===== config.mk =====
export PLATFORM = sky130hd
export DESIGN_NAME = serial_subtractor
export DESIGN_NICKNAME = d
export VERILOG_FILES = /design/src/rtl/serial_subtractor_pkg.sv /design/src/rtl/serial_subtractor_fullsub.sv /design/src/rtl/serial_subtractor.sv
export SDC_FILE = /design/constraint.sdc
export NUM_CORES = 1
export LEC_CHECK = 0
export BUFFER_PORTS_ARGS = -buffer_cell sky130_fd_sc_hd__clkbuf_2
export CORE_UTILIZATION = 30
export CTS_CLUSTER_SIZE = 12
export DETAILED_ROUTE_END_ITERATION = 6
export GPL_TIMING_DRIVEN = 1
export HOLD_SLACK_MARGIN = 0.12
export PLACE_DENSITY = 0.51
export SYNTH_ARGS = -nofsm -noshare
export SYNTH_HDL_FRONTEND = slang
export SYNTH_SLANG_ARGS = --single-unit
export TNS_END_PERCENT = 50

===== constraint.sdc =====
create_clock -name i_clk -period 2.3 [get_ports i_clk]
set_clock_uncertainty 0.1 [all_clocks]
set_input_delay 0.23 -clock i_clk [delete_from_list [all_inputs] [get_ports i_clk]]
set_output_delay 0.23 -clock i_clk [all_outputs]
set_load 0.02 [all_outputs]

===== src/rtl/serial_subtractor_pkg.sv =====
// Shared types and the arithmetic reference for the bit-serial subtractor.
// ref_sub returns {borrow, diff} for operands of the given width (1..64).
package serial_subtractor_pkg;

    typedef enum logic [1:0] {
        IDLE  = 2'd0,
        SHIFT = 2'd1,
        DONE  = 2'd2
    } state_t;

    localparam int MAX_WIDTH = 64;

    function automatic logic [MAX_WIDTH:0] ref_sub(
        input logic [MAX_WIDTH-1:0] a,
        input logic [MAX_WIDTH-1:0] b,
        input logic                 bin,
        input int                   width
    );
        logic [MAX_WIDTH-1:0] mask;
        logic [MAX_WIDTH:0]   a_ext;
        logic [MAX_WIDTH:0]   b_ext;
        logic [MAX_WIDTH-1:0] diff;
        logic                 borrow;
        mask   = (width >= MAX_WIDTH) ? '1
               : ((MAX_WIDTH'(1) << width) - MAX_WIDTH'(1));
        a_ext  = {1'b0, a & mask};
        b_ext  = {1'b0, b & mask} + {{MAX_WIDTH{1'b0}}, bin};
        borrow = (a_ext < b_ext);
        diff   = (a - b - {{(MAX_WIDTH-1){1'b0}}, bin}) & mask;
        return {borrow, diff};
    endfunction

endpackage


===== src/rtl/serial_subtractor_fullsub.sv =====
// Single-bit full subtractor cell: computes i_a - i_b - i_c.
// o_borrow is set when the bit position must borrow from the next one.
module fullsub (
    input  logic i_a,
    input  logic i_b,
    input  logic i_c,
    output logic o_diff,
    output logic o_borrow
);

    assign o_diff   = i_a ^ i_b ^ i_c;
    assign o_borrow = (~i_a & i_b) | (~i_a & i_c) | (i_b & i_c);

endmodule


===== src/rtl/serial_subtractor.sv =====
// Bit-serial unsigned subtractor: one fullsub cell, LSB first, one bit per
// clock, with valid/ready handshakes on both the operand and result sides.
module serial_subtractor
    import serial_subtractor_pkg::*;
#(
    parameter int WIDTH = 8
) (
    input  logic             i_clk,
    input  logic             i_rst,
    input  logic             i_valid,
    output logic             o_ready,
    input  logic [WIDTH-1:0] i_a,
    input  logic [WIDTH-1:0] i_b,
    input  logic             i_bin,
    output logic             o_valid,
    input  logic             i_ready,
    output logic [WIDTH-1:0] o_diff,
    output logic             o_borrow,
    output logic             o_busy
);

    localparam int               CNT_W    = $clog2(WIDTH);
    localparam logic [CNT_W-1:0] CNT_LAST = CNT_W'(WIDTH - 1);

    state_t           state;
    logic [WIDTH-1:0] a_sr;
    logic [WIDTH-1:0] b_sr;
    logic [WIDTH-1:0] res_sr;
    logic             borrow_q;
    logic [CNT_W-1:0] cnt;
    logic             cell_diff;
    logic             cell_borrow;

    fullsub u_fullsub (
        .i_a      (a_sr[0]),
        .i_b      (b_sr[0]),
        .i_c      (borrow_q),
        .o_diff   (cell_diff),
        .o_borrow (cell_borrow)
    );

    // Result fills from the top so that after WIDTH shifts bit 0 sits at the LSB.
    always_ff @(posedge i_clk) begin
        if (i_rst) begin
            state    <= IDLE;
            a_sr     <= '0;
            b_sr     <= '0;
            res_sr   <= '0;
            borrow_q <= 1'b0;
            cnt      <= '0;
        end else begin
            case (state)
                IDLE: begin
                    if (i_valid) begin
                        a_sr     <= i_a;
                        b_sr     <= i_b;
                        borrow_q <= i_bin;
                        cnt      <= '0;
                        state    <= SHIFT;
                    end
                end
                SHIFT: begin
                    res_sr   <= {cell_diff, res_sr[WIDTH-1:1]};
                    a_sr     <= a_sr >> 1;
                    b_sr     <= b_sr >> 1;
                    borrow_q <= cell_borrow;
                    cnt      <= cnt + 1'b1;
                    if (cnt == CNT_LAST) begin
                        state <= DONE;
                    end
                end
                DONE: begin
                    if (i_ready) begin
                        state <= IDLE;
                    end
                end
                default: state <= IDLE;
            endcase
        end
    end

    assign o_ready  = (state == IDLE);
    assign o_valid  = (state == DONE);
    assign o_busy   = (state != IDLE);
    assign o_diff   = res_sr;
    assign o_borrow = borrow_q;

endmodule


==> results of run 1 <==
## flip-flops by register name (all words and copies together) (netlist names)
register	count
o_borrow	1
b_sr	8
state	2
a_sr	8
o_diff	8
cnt	3
## critical path: cells and delay by family, from the launching register on
| kind | cells | cell delay, ns |
|---|---|---|
| DFF | 1 | 0.48 |
| and+or+nand+nor | 2 | 0.61 |
| AOI/OAI and AO/OA | 1 | 0.29 |
## power groups by stage
stage | registers, mW | logic [mW] | clock network [mW]
floorplan | 0.585 | 0.0974 | 0
global placement | 0.584 | 0.138 | 0
detailed placement | 0.584 | 0.142 | 0
CTS | 0.573 | 0.162 | 0.508
global route | 0.578 | 0.180 | 0.534
finish | 0.573 | 0.160 | 0.490
## Yosys cell counts, drive strengths merged
library cell	instances	share of area, %
a32oi	2	1.4
a21oi	22	8.8
clkbuf	3	0.90
o21bai	1	0.60
buf	5	2.9
nand2b	1	0.50
dfxtp	30	48
o221a	15	13
nor2b	1	0.50
mux2i	2	1.6
a211oi	1	1.0
ha	2	2.0
nand2	15	4.5
nor3	1	0.40
fa	1	1.6
nor2	10	4.0
inv	19	5.7
a22oi	3	1.8
and2b	1	0.60
## metrics by stage
| stage | worst slack [ns] | area, µm² |
|---|---|---|
| after floorplan | 0.9372 | 1255 |
| after global placement | 0.8443 | 1440 |
| after detailed placement | 0.7972 | 1440 |
| after CTS | 0.7669 | 1700 |
| after global routing | 0.6349 | 1700 |
| final | 0.7631 | 1700 |
## metal layers
| metal | global-route usage, % | wire length [µm] | vias to the layer above |
|---|---|---|---|
| met5 | 0 | 0 | - |
| met4 | 6.383 | 53 | 0 |
| met3 | 6.164 | 119 | 5 |
| met2 | 22.73 | 1281 | 23 |
| met1 | 17.88 | 1329 | 480 |
| li1 | - | - | 559 |
## worst min path at each step
stage | slack [ns] | start | to
after floorplan | 0.30 | i_valid | a_sr[7]
after global placement | 0.34 | o_diff[0] | o_diff[0]
after detailed placement | 0.36 | o_diff[0] | o_diff[0]
after CTS | 0.13 | i_b[2] | b_sr[2]
after global routing | 0.14 | i_b[2] | b_sr[2]
final | 0.13 | i_b[2] | b_sr[2]
## repair_timing
action                                 4_1_cts  5_1_grt
endpoints found under the hold margin       15        0
buffers inserted                             0        0
resized for setup                            0        0
hold buffers                                15        0
## area by class of cell
cell class                 instances  area [µm²]
tap                               50       62.56
timing repair buffer              48       317.8
inverter                          19       71.32
clock buffer                       8       110.1
sequential                        30       600.6
fill                             411        2300
multi-input combinational         78       538.0
## logic make-up (layout without fill, tap and decap cells)
group / Yosys count / count (layout)
AND/OR/NAND/NOR: 29 / 29
multiplexers: 2 / 2
AO/OA/AOI/OAI: 44 / 44
adder cells (fa/ha/maj): 3 / 3
buffers and inverters: 27 / 75
flip-flops: 30 / 30
==> results.ini, run 1 <==
[status]
status = finished, final reports clean

[place]
dp_hpwl_um = 1854
portBuffers = 32
dp_cells = 210
gp_congestion = 0.6999

[timing]
setup-tns-final_ns = 0
post-route-min-period_ns = 1.537
worst_pin_slew_ns = 0.6318
fin_crit_sh_pct = 66.82
hold_viol_final = 0
slew_headroom_pct = 57.83
slew_viol_final = 0
holdWs_ns = 0.1328
rsz0062_at_grt = false
max_freq_mhz = 650.7
setup_viol = 0

[critical_path]
crit_required_ns = 2.42
startpoint = state[0]
crit_chain = nor2_1 > nor2_2 > o221a_1
crit_path_end = b_sr[5]
end_kind = flop
path_class = reg2reg
start_kind = flop
crit_slowest_cell = nor2_2
reg2reg_slack_ns = 0.76
crit_path_max_fanout = 15
cp_slowest_stage_delay_ns = 0.50
critPathArrivalTime_ns = 1.66
worstReg2RegEnd = b_sr[5]
r2r_start = state[0]
ff2ff_path_depth = 3

[yosys]
synth_top_family_by_area = compound AO/OA/AOI/OAI gates
syn_inst = 135
seq_area_frac_synth_pct = 47.86
ys_seq_elements = 30
synth_fp_nets = 159
synthAdderAreaFrac_pct = 3.589
synth_compound_area_share_pct = 27.02
synth-xor-area-share_pct = 0
ys_types = 24
synthesis.area_um2 = 1255
synth-simple-area-share_pct = 10.47
synthMuxAreaShare_pct = 1.595
syn_avg_cell_area_um2 = 9.296
synth_warnings = 0

[power]
clkPwrFrac_pct = 40.0
pwr-share-comb_pct = 13.1
p_total_mw = 1.223
switchingPower_uw = 290.9
power.leakage_nw = 0.7308
power_density_nw_per_um2 = 719.4
seq_power_share_pct = 46.9
switching_share_pct = 23.78
ir_drop_mv = 0.2772
internal_power_uw = 932.4

[clocking]
clk_pin_slew_ns = 0.06
ctsHtreeMaxLevel = 2
cts_buffers = 5
cts_root_buf = clkbuf_8
cts_tree = done
cts_max_path_buffers = 2
clock-sinks = 30
clock_latency_ns = 0.28

[routing]
drcViolationCount = 0
drt_wl_total_um = 2784
via_count = 1067
drt_pass1_iterations = 4
viasPerCell = 4.579
initialDrtViolationCount = 73
antenna_left = 0
wl_per_cell_um = 11.95

[layout]
drive_gt1_share_pct = 29.51
diodes = 0
syn_to_final_growth_pct = 35.49
final_nets = 206
final_common_cell = clkbuf_2
fin_util_pct = 42.51
layout_common_cells = 32 x clkbuf_2, 30 x dfxtp_1, 22 x a21oi_1
final_cell_count_no_fill = 233

[global_route]
antenna_found_initial = 0
grt_pass1_wl_um = 4761
grtUsageTotal_pct = 14.79
grt_overflow_total = 0
grt_max_degree = 31
grt_pass1_vias = 1076

[floorplanning]
die_y_um = 66.68
io_pins = 33
std_cell_rows = 23
initial_core_util_pct = 31.37
coreArea_um2 = 4000
die_w_um = 66.68
die_area_um2 = 4446

[worst_hold_path]
min_path_type = in2reg
hold-path-cell-count = 2

[job]
cap_violations = 0

Power figures use the tool's default switching activity.
==> run 2, diff against run 1 <==
Settings changed: PLACE_DENSITY 0.51 to 0.53.
Clock period 2.3 ns to 1.3 ns, I/O delays scaled along.
==> run 2 against run 1 <==
Effect of this change:
- routed wire length increased by 1.5%
- combinational power up 97%
- critical path depth unchanged
- largest power group unchanged
==> results.ini, run 2 (synthesis results as in run 1) <==
[critical_path]
crit_required_ns = 1.07  ; -1.35 ns
r2r_start = o_borrow
ff2ff_path_depth = 4  ; +1
start_kind = flop
critPathArrivalTime_ns = 1.03  ; -0.63 ns
crit_path_max_fanout = 7  ; -8
crit_chain = nor2_4 > inv_1 > clkbuf_2
crit_slowest_cell = dfxtp_4
path_class = reg2out
cp_slowest_stage_delay_ns = 0.37  ; -0.13 ns
end_kind = output pin
worstReg2RegEnd = o_borrow
reg2reg_slack_ns = 0.08  ; -0.68 ns

[global_route]
antenna_found_initial = 0  ; unchanged
grt_pass1_vias = 1113  ; +3.4%
grt_max_degree = 29  ; -6.5%
grtUsageTotal_pct = 14.48  ; -0.31 points
grt_overflow_total = 0  ; unchanged
grt_pass1_wl_um = 4816  ; +1.2%

[place]
gp_congestion = 0.6742  ; -3.7%
dp_hpwl_um = 1932  ; +4.2%
place_ws_ns = -0.1283  ; -0.9255 ns
portBuffers = 32  ; unchanged

[timing]
setup-tns-final_ns = 0  ; unchanged
setup_viol = 0  ; unchanged
post-route-min-period_ns = 1.256
rsz0062_at_grt = true
hold_viol_final = 0  ; unchanged
slew_viol_final = 0  ; unchanged
max_freq_mhz = 796.3
fin_crit_sh_pct = 96.60
slew_headroom_pct = 61.74  ; +3.9 points
setup_ws_ns = 0.04423  ; -0.7189 ns
worst_pin_slew_ns = 0.5739  ; -0.05795 ns
holdWs_ns = 0.1523  ; +0.01948 ns

[clocking]
cts_max_path_buffers = 2  ; unchanged
cts_root_buf = clkbuf_8
ctsHtreeMaxLevel = 2  ; unchanged
cts_tree = done
cts_buffers = 5  ; unchanged
clk_pin_slew_ns = 0.06  ; about the same
clock_latency_ns = 0.28  ; about the same
clock-sinks = 30  ; unchanged
postCtsSetupRepairBufs = 0  ; unchanged

[layout]
layout_common_cells = 30 x clkbuf_2, 28 x dfxtp_1, 22 x a21oi_1
drive_gt1_share_pct = 31.75  ; +2.2 points
diodes = 0  ; unchanged
syn_to_final_growth_pct = 42.07
final_common_cell = clkbuf_2
final_nets = 212  ; +2.9%
fin_util_pct = 44.57  ; +2.1 points

[power]
switchingPower_uw = 518.5  ; +78%
power.leakage_nw = 0.7632  ; +4.4%
power_density_nw_per_um2 = 1167  ; +62%
pwr-share-comb_pct = 15.1  ; +2.0 points
internal_power_mw = 1.562  ; +68%
clkPwrFrac_pct = 36.2  ; -3.8 points
ir_drop_mv = 0.5931  ; +110%
seq_power_share_pct = 48.6  ; +1.7 points
p_total_mw = 2.081  ; +70%
switching_share_pct = 24.92  ; +1.1 points

[routing]
viasPerCell = 4.623  ; +0.96%
via_count = 1105  ; +3.6%
initialDrtViolationCount = 84  ; +15%
antenna_left = 0  ; unchanged
drt_wl_total_um = 2827  ; +1.5%
wl_per_cell_um = 11.83  ; -1.0%
drcViolationCount = 0  ; unchanged
drt_pass1_iterations = 5  ; +1

[job]
cap_violations = 0  ; unchanged

[floorplanning]
die_w_um = 66.68  ; unchanged
die_y_um = 66.68  ; unchanged
initial_core_util_pct = 31.37  ; unchanged
die_area_um2 = 4446  ; unchanged
io_pins = 33  ; unchanged
std_cell_rows = 23  ; unchanged
coreArea_um2 = 4000  ; unchanged

[status]
status = finished, final reports clean

[worst_hold_path]
min_path_type = in2reg
min_to = b_sr[7]
hold-path-cell-count = 3  ; +1
min_from = i_valid

## run 2: changes by cell type in the layout (fill, tap and decap cells not counted), sizes merged
cell	delta
dlygate4sd3	+3
buf	+5
clkbuf	-3
clkinv	+1
## run 2: timing repair
item                                    in CTS  in global routing
hold buffers                                18                  0
endpoints found under the setup margin      16                 21
hold endpoints to repair                    18                  0
resized for setup                            2                  9
## run 2: worst max-delay path by stage
stage,start,endpoint,slack [ns],cells after the start
6_report,state[0],o_busy,0.04,3
5_1_grt,state[0],o_busy,-0.02,3
4_1_cts,state[0],o_valid,0.02,2
3_5_place_dp,state[0],b_sr[5],-0.13,3
3_3_place_gp,state[0],a_sr[1],-0.07,3
2_1_floorplan,state[1],a_sr[4],0.005,4
## run 2: power by group through the flow
stage                     combinational [mW]  sequential (mW)  clock, mW
after floorplan                        0.175             1.04          0
after global placement                 0.259             1.03          0
after global routing                   0.352             1.02      0.834
final                                  0.315             1.01      0.754
after detailed placement               0.269             1.03          0
after CTS                              0.314             1.01      0.783
## run 2: per-layer routing
| metal | global-route usage (%) | share of wire, % | up-vias |
|---|---|---|---|
| met5 | 0 | 0 | - |
| met4 | 5.585 | 1.1 | 0 |
| met3 | 4.110 | 4.2 | 4 |
| met2 | 24.24 | 44 | 23 |
| met1 | 17.29 | 51 | 507 |
| li1 | - | - | 571 |
## run 2: per-stage QoR
step	instance area [µm²]	cells
detailed placement	1479	213
floorplan	1261	135
CTS	1757	239
global placement	1479	213
global route	1783	239
finish	1783	239
## run 2: worst max-delay path: cells and delay by family, from the launching register on
kind	cells	cell delay (ns)
AND/OR/NAND/NOR	1	0.18
buffers and inverters	2	0.20
flip-flops	1	0.37
## run 2: final cells by class
class | count | area (µm²)
Inverter | 19 | 71.32
Multi-Input combinational cell | 78 | 560.5
Tap cell | 50 | 62.56
Clock buffer | 7 | 86.33
Sequential cell | 30 | 608.1
Fill cell | 396 | 2217
Timing Repair Buffer | 54 | 389.1
Clock inverter | 1 | 5.005
